### config.mk
export PLATFORM = sky130hd
export DESIGN_NAME = mul_result_accumulator
export DESIGN_NICKNAME = d
export VERILOG_FILES = /design/src/rtl/mul_result_accumulator.sv
export SDC_FILE = /design/constraint.sdc
export NUM_CORES = 1
export LEC_CHECK = 0
export CAP_MARGIN = 15
export CELL_PAD_IN_SITES_DETAIL_PLACEMENT = 1
export CELL_PAD_IN_SITES_GLOBAL_PLACEMENT = 2
export CORE_AREA = 2 2 179 181
export CTS_CLUSTER_DIAMETER = 40
export DETAILED_ROUTE_END_ITERATION = 6
export DIE_AREA = 0 0 181 183
export PLACE_DENSITY_LB_ADDON = 0.1
export SLEW_MARGIN = 25
export SYNTH_ARGS = -nofsm -noshare
export SYNTH_HDL_FRONTEND = slang
export SYNTH_SLANG_ARGS = --single-unit
export TNS_END_PERCENT = 10
### constraint.sdc
create_clock -name clk -period 5.5 [get_ports clk]
set_clock_uncertainty 0.05 [all_clocks]
set_input_delay 1.65 -clock clk [delete_from_list [all_inputs] [get_ports clk]]
set_output_delay 1.65 -clock clk [all_outputs]
set_load 0.05 [all_outputs]
### src/rtl/mul_result_accumulator.sv
// Sums TAP_NUM consecutive multiplier products per frame and emits the sum with a
// sticky overflow flag over valid/ready; a new frame may start while the old sum drains.
module mul_result_accumulator #(
    parameter int unsigned MUL_SIZE  = 32,
    parameter int unsigned PROD_SIZE = 2 * MUL_SIZE,
    parameter int unsigned ACC_SIZE  = 2 * MUL_SIZE,
    parameter int unsigned TAP_NUM   = 11,
    parameter int unsigned CNT_W     = $clog2(TAP_NUM + 1)
) (
    input  logic                 clk,
    input  logic                 rst_n,
    input  logic [PROD_SIZE-1:0] in_prod,
    input  logic                 in_prod_signed,
    input  logic                 in_valid,
    output logic                 out_ready,
    input  logic                 in_clear,
    output logic [ACC_SIZE-1:0]  out_sum,
    output logic                 out_overflow,
    output logic [CNT_W-1:0]     out_count,
    output logic                 out_valid,
    input  logic                 in_ready
);

    localparam int unsigned MSB = ACC_SIZE - 1;

    typedef enum logic {
        ST_ACC  = 1'b0,
        ST_HOLD = 1'b1
    } state_e;

    state_e              state_q, state_d;
    logic [ACC_SIZE-1:0] acc_q, acc_d;
    logic [CNT_W-1:0]    cnt_q, cnt_d;
    logic                sticky_q, sticky_d;
    logic [ACC_SIZE-1:0] sum_q, sum_d;
    logic                ovf_q, ovf_d;
    logic                valid_q, valid_d;

    logic [ACC_SIZE-1:0] ext;
    logic [ACC_SIZE:0]   sum_wide;
    logic [ACC_SIZE-1:0] nxt;
    logic                carry_out;
    logic                carry_msb;
    logic                add_ovf;
    logic                accept;
    logic                send;
    logic                last;

    // Product extension and single-add overflow detection
    always_comb begin
        if (in_prod_signed) begin
            ext = ACC_SIZE'($signed(in_prod));
        end else begin
            ext = ACC_SIZE'(in_prod);
        end
        sum_wide  = {1'b0, acc_q} + {1'b0, ext};
        nxt       = sum_wide[MSB:0];
        carry_out = sum_wide[ACC_SIZE];
        carry_msb = acc_q[MSB] ^ ext[MSB] ^ nxt[MSB];
        add_ovf   = in_prod_signed ? (carry_msb ^ carry_out) : carry_out;
    end

    assign out_ready = !in_clear && ((state_q == ST_ACC) || in_ready);
    assign accept    = in_valid && out_ready;
    assign send      = valid_q && in_ready;
    assign last      = (cnt_q == CNT_W'(TAP_NUM - 1));

    // Next-state: clear dominates; a send and an accept can share a cycle
    always_comb begin
        state_d  = state_q;
        acc_d    = acc_q;
        cnt_d    = cnt_q;
        sticky_d = sticky_q;
        sum_d    = sum_q;
        ovf_d    = ovf_q;
        valid_d  = valid_q;
        if (in_clear) begin
            state_d  = ST_ACC;
            acc_d    = '0;
            cnt_d    = '0;
            sticky_d = 1'b0;
            valid_d  = 1'b0;
        end else begin
            if (send) begin
                valid_d = 1'b0;
                state_d = ST_ACC;
            end
            if (accept) begin
                if (last) begin
                    sum_d    = nxt;
                    ovf_d    = sticky_q | add_ovf;
                    valid_d  = 1'b1;
                    acc_d    = '0;
                    cnt_d    = '0;
                    sticky_d = 1'b0;
                    state_d  = ST_HOLD;
                end else begin
                    acc_d    = nxt;
                    cnt_d    = cnt_q + CNT_W'(1);
                    sticky_d = sticky_q | add_ovf;
                end
            end
        end
    end

    always_ff @(posedge clk or negedge rst_n) begin
        if (!rst_n) begin
            state_q  <= ST_ACC;
            acc_q    <= '0;
            cnt_q    <= '0;
            sticky_q <= 1'b0;
            sum_q    <= '0;
            ovf_q    <= 1'b0;
            valid_q  <= 1'b0;
        end else begin
            state_q  <= state_d;
            acc_q    <= acc_d;
            cnt_q    <= cnt_d;
            sticky_q <= sticky_d;
            sum_q    <= sum_d;
            ovf_q    <= ovf_d;
            valid_q  <= valid_d;
        end
    end

    assign out_sum      = sum_q;
    assign out_overflow = ovf_q;
    assign out_count    = cnt_q;
    assign out_valid    = valid_q;

endmodule

==> results of run 1 <==
flip-flops by register name (all words and copies together), names as in the netlist:
signal	cells
acc_q	64
sticky_q	1
out_sum	64
out_valid	1
out_overflow	1
out_count	4
state_q	1
area by class of cell:
| class | instances | area, um2 |
|---|---|---|
| multi-input cells | 803 | 5520 |
| clock inverters | 10 | 144 |
| inverters | 26 | 97.6 |
| flip-flops and latches | 136 | 3400 |
| well taps | 402 | 503 |
| fillers | 3592 | 19500 |
| clock buffers | 21 | 470 |
| repair buffers | 160 | 1610 |
| diodes | 1 | 2.50 |
layer usage:
metal | share of wire [%] | global-route usage (%)
met1 | 48 | 25.7
met2 | 49 | 33.0
met3 | 2.7 | 3.51
met4 | 0.83 | 4.33
met5 | 0 | 0
power groups by stage:
| stage | clock [mW] | sequential [mW] | combinational (mW) |
|---|---|---|---|
| final | 1.23 | 1.24 | 2.12 |
| after global routing | 1.31 | 1.26 | 2.37 |
| after CTS | 1.28 | 1.24 | 2.15 |
| after detailed placement | 0 | 1.25 | 2.13 |
| after global placement | 0 | 1.25 | 2.13 |
| after floorplan | 0 | 1.30 | 1.47 |
stage by stage:
step / power, mW / std cells / utilization (%) / hold WS, ns
6_report: 4.60 / 1559 / 37.6 / 0.425
4_1_cts: 4.67 / 1558 / 37.6 / 0.430
3_3_place_gp: 3.38 / 1527 / 35.7 / 0.412
5_1_grt: 4.94 / 1558 / 37.6 / 0.453
3_5_place_dp: 3.39 / 1527 / 35.7 / 0.413
2_1_floorplan: 2.77 / 1019 / - / 0.401
placed cells by master, fill, tap and decap left out, types with 8 or more instances in the layout:
master	count
sky130_fd_sc_hd__a21oi_1	81
sky130_fd_sc_hd__nand3_1	20
sky130_fd_sc_hd__ha_1	66
sky130_fd_sc_hd__a21o_1	30
sky130_fd_sc_hd__xnor2_1	33
sky130_fd_sc_hd__a31oi_1	14
sky130_fd_sc_hd__xor2_1	25
sky130_fd_sc_hd__nand4_1	28
sky130_fd_sc_hd__o31ai_1	11
sky130_fd_sc_hd__o21ai_0	46
sky130_fd_sc_hd__mux2_2	32
sky130_fd_sc_hd__clkbuf_16	17
sky130_fd_sc_hd__clkdlybuf4s50_1	138
sky130_fd_sc_hd__dfrtp_1	136
sky130_fd_sc_hd__nor2_1	47
sky130_fd_sc_hd__a22o_1	58
sky130_fd_sc_hd__o21bai_1	19
sky130_fd_sc_hd__nand2_1	158
sky130_fd_sc_hd__o21ai_1	10
sky130_fd_sc_hd__buf_4	16
sky130_fd_sc_hd__inv_1	26
sky130_fd_sc_hd__nor3_1	18
sky130_fd_sc_hd__nand2b_1	8
how the worst max path moves through the flow:
stage,from,endpoint,slack (ns),cells past startpoint
floorplan,in_ready,out_ready,1.20,2
global placement,in_prod[0],out_sum[32],0.44,13
detailed placement,in_prod[30],out_sum[61],0.38,11
CTS,in_ready,out_ready,0.78,4
global route,in_prod[0],out_sum[32],0.65,13
finish,in_ready,out_ready,0.81,4
worst min-delay path: cells and delay by family (launching register included):
family / cells / cell delay (ns)
DFF: 1 / 0.34
and+or+nand+nor: 2 / 0.10
logic make-up after synthesis:
group                      after synthesis
AOI/OAI and AO/OA                      329
and+or+nand+nor                        317
DFF                                    136
buffers and inverters                   80
adders and majority gates               67
xor gates and xnor gates                58
muxes                                   32
==> impl_metrics.env, run 1 <==
export IMPL_postSynthRegisterBits=136
export IMPL_path_cells="clkdlybuf4s50_1 -> inv_1 -> a21oi_1 -> buf_4"
export IMPL_min_period_over_period_pct=85.4
export IMPL_final_number_of_hold_violating_endpoints=0
export IMPL_globalRouteTotalUtil_pct=19.4
export IMPL_clock_sink_count=136
export IMPL_postRouteWirelength_um=30900
export IMPL_tritoncts="built"
export IMPL_cts_clk_slew_worst_paths_ns=0.06
export IMPL_final_net_count=1281
export IMPL_initial_antenna_violation_count=1
export IMPL_ys_async_rst_share_pct=100
export IMPL_post_dr_wirelength_cell_um=19.8
export IMPL_timing_worst_slew_pin_value_ns=0.876
export IMPL_post_synth_num_cell_types=72
export IMPL_power_per_cell_area_nw_per_um2=391
export IMPL_slew_violations=0
export IMPL_yosysTopAreaCell="sky130_fd_sc_hd__dfrtp_1"
export IMPL_logic_gate_share_of_total_power_pct=46.2
export IMPL_syn2layout_area_growth_pct=26.6
export IMPL_die_area_um2=33100
export IMPL_dp_hpwl_um=23600
export IMPL_gp_congestion=0.800
export IMPL_switching_power_mw=1.90
export IMPL_synthesis_instances=1019
export IMPL_synthAdderAreaFrac_pct=9.11
export IMPL_max_freq_mhz=213
export IMPL_post_route_cells_drive_above_1_share_pct=10.3
export IMPL_synth_area_top_cells="sky130_fd_sc_hd__dfrtp_1, sky130_fd_sc_hd__ha_1, sky130_fd_sc_hd__nand2_1"
export IMPL_irDropWorstVdd_mv=0.228
export IMPL_overall_die_height_um=183
export IMPL_power_share_clock_pct=26.8
export IMPL_drt_antenna_violating_nets=0
export IMPL_final_setup_tns_ns=0
export IMPL_crit_path_top_delay_cell="sky130_fd_sc_hd__a21oi_1"
export IMPL_min_to="out_sum[15]"
export IMPL_crit_path_start_kind="primary input"
export IMPL_synth_mux_area_fraction_pct=3.88
export IMPL_max_slew_margin_pct=41.0
export IMPL_cts_buffers=17
export IMPL_regToRegEndpoint="out_sum[57]"
export IMPL_timing_max_cap_violations=0
export IMPL_worst_endpoint_arrival_ns=2.99
export IMPL_power_switching_share_pct=41.2
export IMPL_setup_worst_path_end_class="output pin"
export IMPL_whs_path_depth=2
export IMPL_detailedRoute_firstPassIterationCount=4
export IMPL_yosysMostFrequentCell="sky130_fd_sc_hd__nand2_1"
export IMPL_post_synthesis_compound_gate_area_fraction_pct=24.8
export IMPL_clock_root_buffer="sky130_fd_sc_hd__clkbuf_16"
export IMPL_post_drt_via_cell_ratio=5.21
export IMPL_pin_count=141
export IMPL_internal_power_mw=2.70
export IMPL_setup_ws_ns=0.805
export IMPL_seq_area_frac_synth_pct=36.7
export IMPL_final_area_um2=11800
export IMPL_net_count_synth=1156
export IMPL_wire_length_of_the_first_global_routing_pass_um=50100
export IMPL_cts_repair_resize_count=0
export IMPL_seqPwrFrac_pct=27.0
export IMPL_synth_top_family_by_area="compound AO/OA/AOI/OAI gates"
export IMPL_yosysWarnings=0
export IMPL_largest_net_degree_at_the_start_of_global_routing=85
export IMPL_hp_class="reg -> reg"
export IMPL_hold_start="out_sum[15]"
export IMPL_num_vias=8118
export IMPL_die_width_um=181
export IMPL_yosys_area_share_simple_pct=15.8
export IMPL_r2r_start="acc_q[30]"
export IMPL_clk_insertion_delay_late_ns=0.44
export IMPL_fp_row_count=65
export IMPL_most_used_standard_cells_in_the_synthesized_netlist="sky130_fd_sc_hd__nand2_1, sky130_fd_sc_hd__dfrtp_1, sky130_fd_sc_hd__a21oi_1"
export IMPL_static_leakage_power_nw=5.39
export IMPL_period_minus_slack_ns=4.69
export IMPL_reg2reg_slack_ns=2.15
export IMPL_drc=0
export IMPL_synth_top_area_share_pct=36.7
export IMPL_final_setup_violation_count=0
export IMPL_placement_io_buffers=140
export IMPL_cp_bufs_invs=3
export IMPL_syn_avg_cell_area_um2=9.11
export IMPL_critical_path_required_ns=3.80
export IMPL_run_status="completed"
export IMPL_critical_path_peak_fanout=5
export IMPL_dominantRegCellSynth="sky130_fd_sc_hd__dfrtp_1"
export IMPL_reg2regPathDepth=10
export IMPL_worst_setup_path_type="in -> out"
export IMPL_vias_in_the_first_global_route=8767
export IMPL_ctsHtreeMaxLevel=4
export IMPL_dpl_instance_area_um2=11100
export IMPL_synth_enable_flop_cells=0
export IMPL_post_cts_hold_buffer_count=0
export IMPL_core_um2=31200
export IMPL_clock_tree_buffer_depth=2
export IMPL_globalRoute_totalOverflow=0
export IMPL_max_stage_delay_ns=0.50
export IMPL_dpl_worst_slack_ns=0.377
export IMPL_starting_density_of_the_core_pct=29.7
export IMPL_yosys_area_share_xor_xnor_pct=5.47
export IMPL_setup_buffers_after_cts=0
export IMPL_netlist_area_um2=9290
export IMPL_timing_critical_path_max_delay_family="buffers and inverters"
export IMPL_drt_initial_drc_count=320
export IMPL_rsz0062_at_grt="false"
Note: power is estimated with default switching activity, not from simulation.
==> run 2, diff against run 1 <==
==> constraint.sdc (replaced) <==
create_clock -name clk -period 5.7 [get_ports clk]
set_clock_uncertainty 0.05 [all_clocks]
set_input_delay 1.71 -clock clk [delete_from_list [all_inputs] [get_ports clk]]
set_output_delay 1.71 -clock clk [all_outputs]
set_load 0.05 [all_outputs]
==> run 2 against run 1 <==
Compared with the run above: sequential power decreased by 3%; highest routed layer unchanged; flip-flop and latch count unchanged; via count about the same; largest power group unchanged; cell count decreased by 0.19%; critical path type unchanged; clock power decreased by 9%; total power decreased by 5.5%.
==> impl_metrics.env, run 2 (synthesized netlist as in run 1, its figures left out) <==
export IMPL_dp_hpwl_um=23300
export IMPL_critical_path_required_ns=3.94
export IMPL_clock_root_buffer="sky130_fd_sc_hd__clkbuf_16"
export IMPL_num_vias=8125
export IMPL_power_per_cell_area_nw_per_um2=373
export IMPL_clk_insertion_delay_late_ns=0.44
export IMPL_drt_antenna_violating_nets=0
export IMPL_clock_sink_count=136
export IMPL_period_minus_slack_ns=4.83
export IMPL_cts_clk_slew_worst_paths_ns=0.06
export IMPL_core_um2=31200
export IMPL_setup_worst_path_end_class="output pin"
export IMPL_clock_tree_buffer_depth=2
export IMPL_timing_critical_path_max_delay_family="buffers and inverters"
export IMPL_post_drt_via_cell_ratio=5.22
export IMPL_initial_antenna_violation_count=1
export IMPL_vias_in_the_first_global_route=8571
export IMPL_die_area_um2=33100
export IMPL_timing_worst_slew_pin_value_ns=0.896
export IMPL_rsz0062_at_grt="false"
export IMPL_cts_repair_resize_count=0
export IMPL_run_status="completed"
export IMPL_setup_buffers_after_cts=0
export IMPL_final_fill_count=3654
export IMPL_min_period_over_period_pct=84.7
export IMPL_final_setup_violation_count=0
export IMPL_fp_row_count=65
export IMPL_whs_ns=0.422
export IMPL_max_freq_mhz=207
export IMPL_ctsHtreeMaxLevel=4
export IMPL_placement_io_buffers=140
export IMPL_overall_die_height_um=183
export IMPL_worst_setup_path_type="in -> out"
export IMPL_final_number_of_hold_violating_endpoints=0
export IMPL_max_slew_margin_pct=39.6
export IMPL_post_cts_hold_buffer_count=0
export IMPL_path_cells="clkdlybuf4s50_1 -> inv_1 -> a21oi_1 -> buf_4"
export IMPL_syn2layout_area_growth_pct=25.4
export IMPL_worst_endpoint_arrival_ns=3.07
export IMPL_max_stage_delay_ns=0.51
export IMPL_static_leakage_power_nw=5.34
export IMPL_total_area_of_multi_input_combinational_cells_um2=5520
export IMPL_drt_initial_drc_count=325
export IMPL_starting_density_of_the_core_pct=29.7
export IMPL_crit_path_top_delay_cell="sky130_fd_sc_hd__a21oi_1"
export IMPL_globalRouteTotalUtil_pct=19.1
export IMPL_layoutNonFillerInstCount=1556
export IMPL_gp_congestion=0.793
export IMPL_post_route_cells_drive_above_1_share_pct=10.1
export IMPL_most_common_layout_cells="sky130_fd_sc_hd__nand2_1, sky130_fd_sc_hd__clkdlybuf4s50_1, sky130_fd_sc_hd__dfrtp_1"
export IMPL_pin_count=141
export IMPL_timing_max_cap_violations=0
export IMPL_slew_violations=0
export IMPL_postLayoutCoreUtil_pct=37.3
export IMPL_final_setup_tns_ns=0
export IMPL_globalRoute_totalOverflow=0
export IMPL_final_net_count=1277
export IMPL_post_dr_wirelength_cell_um=19.7
export IMPL_most_common_cell_after_layout_fill_and_taps_aside="sky130_fd_sc_hd__nand2_1"
export IMPL_total_power_mw=4.34
export IMPL_cts_buffers=17
export IMPL_tritoncts="built"
export IMPL_postRouteWirelength_um=30700
export IMPL_hp_class="reg -> reg"
export IMPL_drc=0
export IMPL_post_place_cells=1523
export IMPL_critical_path_peak_fanout=5
export IMPL_crit_path_start_kind="primary input"
export IMPL_die_width_um=181
export IMPL_largest_net_degree_at_the_start_of_global_routing=137
export IMPL_irDropWorstVdd_mv=0.250
export IMPL_regArea_um2=3400
export IMPL_wire_length_of_the_first_global_routing_pass_um=49200
export IMPL_detailedRoute_firstPassIterationCount=4
export IMPL_cp_bufs_invs=3
-- run 2: cell types whose count changed in the layout (fill, tap and decap cells not counted) --
cell | previous run | this run
sky130_fd_sc_hd__buf_12 | 5 | 1
sky130_fd_sc_hd__bufinv_16 | 3 | 1
sky130_fd_sc_hd__clkbuf_1 | 1 | 0
sky130_fd_sc_hd__clkinv_2 | 1 | 2
sky130_fd_sc_hd__inv_6 | 1 | 4
-- run 2: worst paths after layout --
| kind | from | endpoint | slack [ns] | cells past startpoint |
|---|---|---|---|---|
| setup / recovery | in_ready | out_ready | 0.87 | 4 |
| hold / removal | out_sum[29] | out_sum[29] | 0.42 | 2 |
| setup reg to reg | acc_q[32] | acc_q[54] | 2.33 | 9 |
| hold reg to reg | out_sum[29] | out_sum[29] | 0.42 | 2 |
| max in group asynchronous | rst_n | acc_q[34] | 3.59 | 2 |
| min in group asynchronous | rst_n | out_sum[25] | 1.27 | 2 |
-- run 2: metrics by stage --
stage	setup WS (ns)	instance area (um2)
detailed placement	0.512	11100
floorplan	1.28	9290
global route	0.706	11600
global placement	0.554	11100
CTS	0.874	11600
finish	0.873	11600
-- run 2: cell type report --
| type | count | area share (%) |
|---|---|---|
| well taps | 402 | 4.32 |
| clock inverters | 12 | 0.989 |
| multi-input cells | 803 | 47.4 |
| repair buffers | 156 | 13.2 |
| clock buffers | 20 | 4.01 |
| inverters | 26 | 0.838 |
| diodes | 1 | 0.0215 |
| flip-flops and latches | 136 | 29.2 |
-- run 2: where the power goes --
part | internal, mW | switching [mW] | leakage (nW)
Combinational | 0.769 | 1.26 | 3.25
Sequential | 1.11 | 0.0898 | 1.81
Clock | 0.640 | 0.477 | 0.280
Total | 2.52 | 1.83 | 5.34
-- run 2: per-layer routing --
layer  part of all wire [%]  wire (um)  vias up  track usage [%]
met3                    3.0        905        9             3.65
met5                      0          0        -                0
met4                   0.68        209        0             3.80
met1                     47      14600     4051             25.4
li1                       -          -     3967                -
met2                     49      15000       98             32.5
-- run 2: worst reg2reg max path, cell delays in order (launching register included) --
cell and delay, ns:
sky130_fd_sc_hd__dfrtp_1 0.39, sky130_fd_sc_hd__ha_1 0.50, sky130_fd_sc_hd__nand4_1 0.30, sky130_fd_sc_hd__nor2_1 0.27, sky130_fd_sc_hd__nand3_1 0.18, sky130_fd_sc_hd__nor3_2 0.31, sky130_fd_sc_hd__a2111oi_4 0.16, sky130_fd_sc_hd__nor4_2 0.63
sky130_fd_sc_hd__o21ai_1 0.17, sky130_fd_sc_hd__a32o_2 0.31
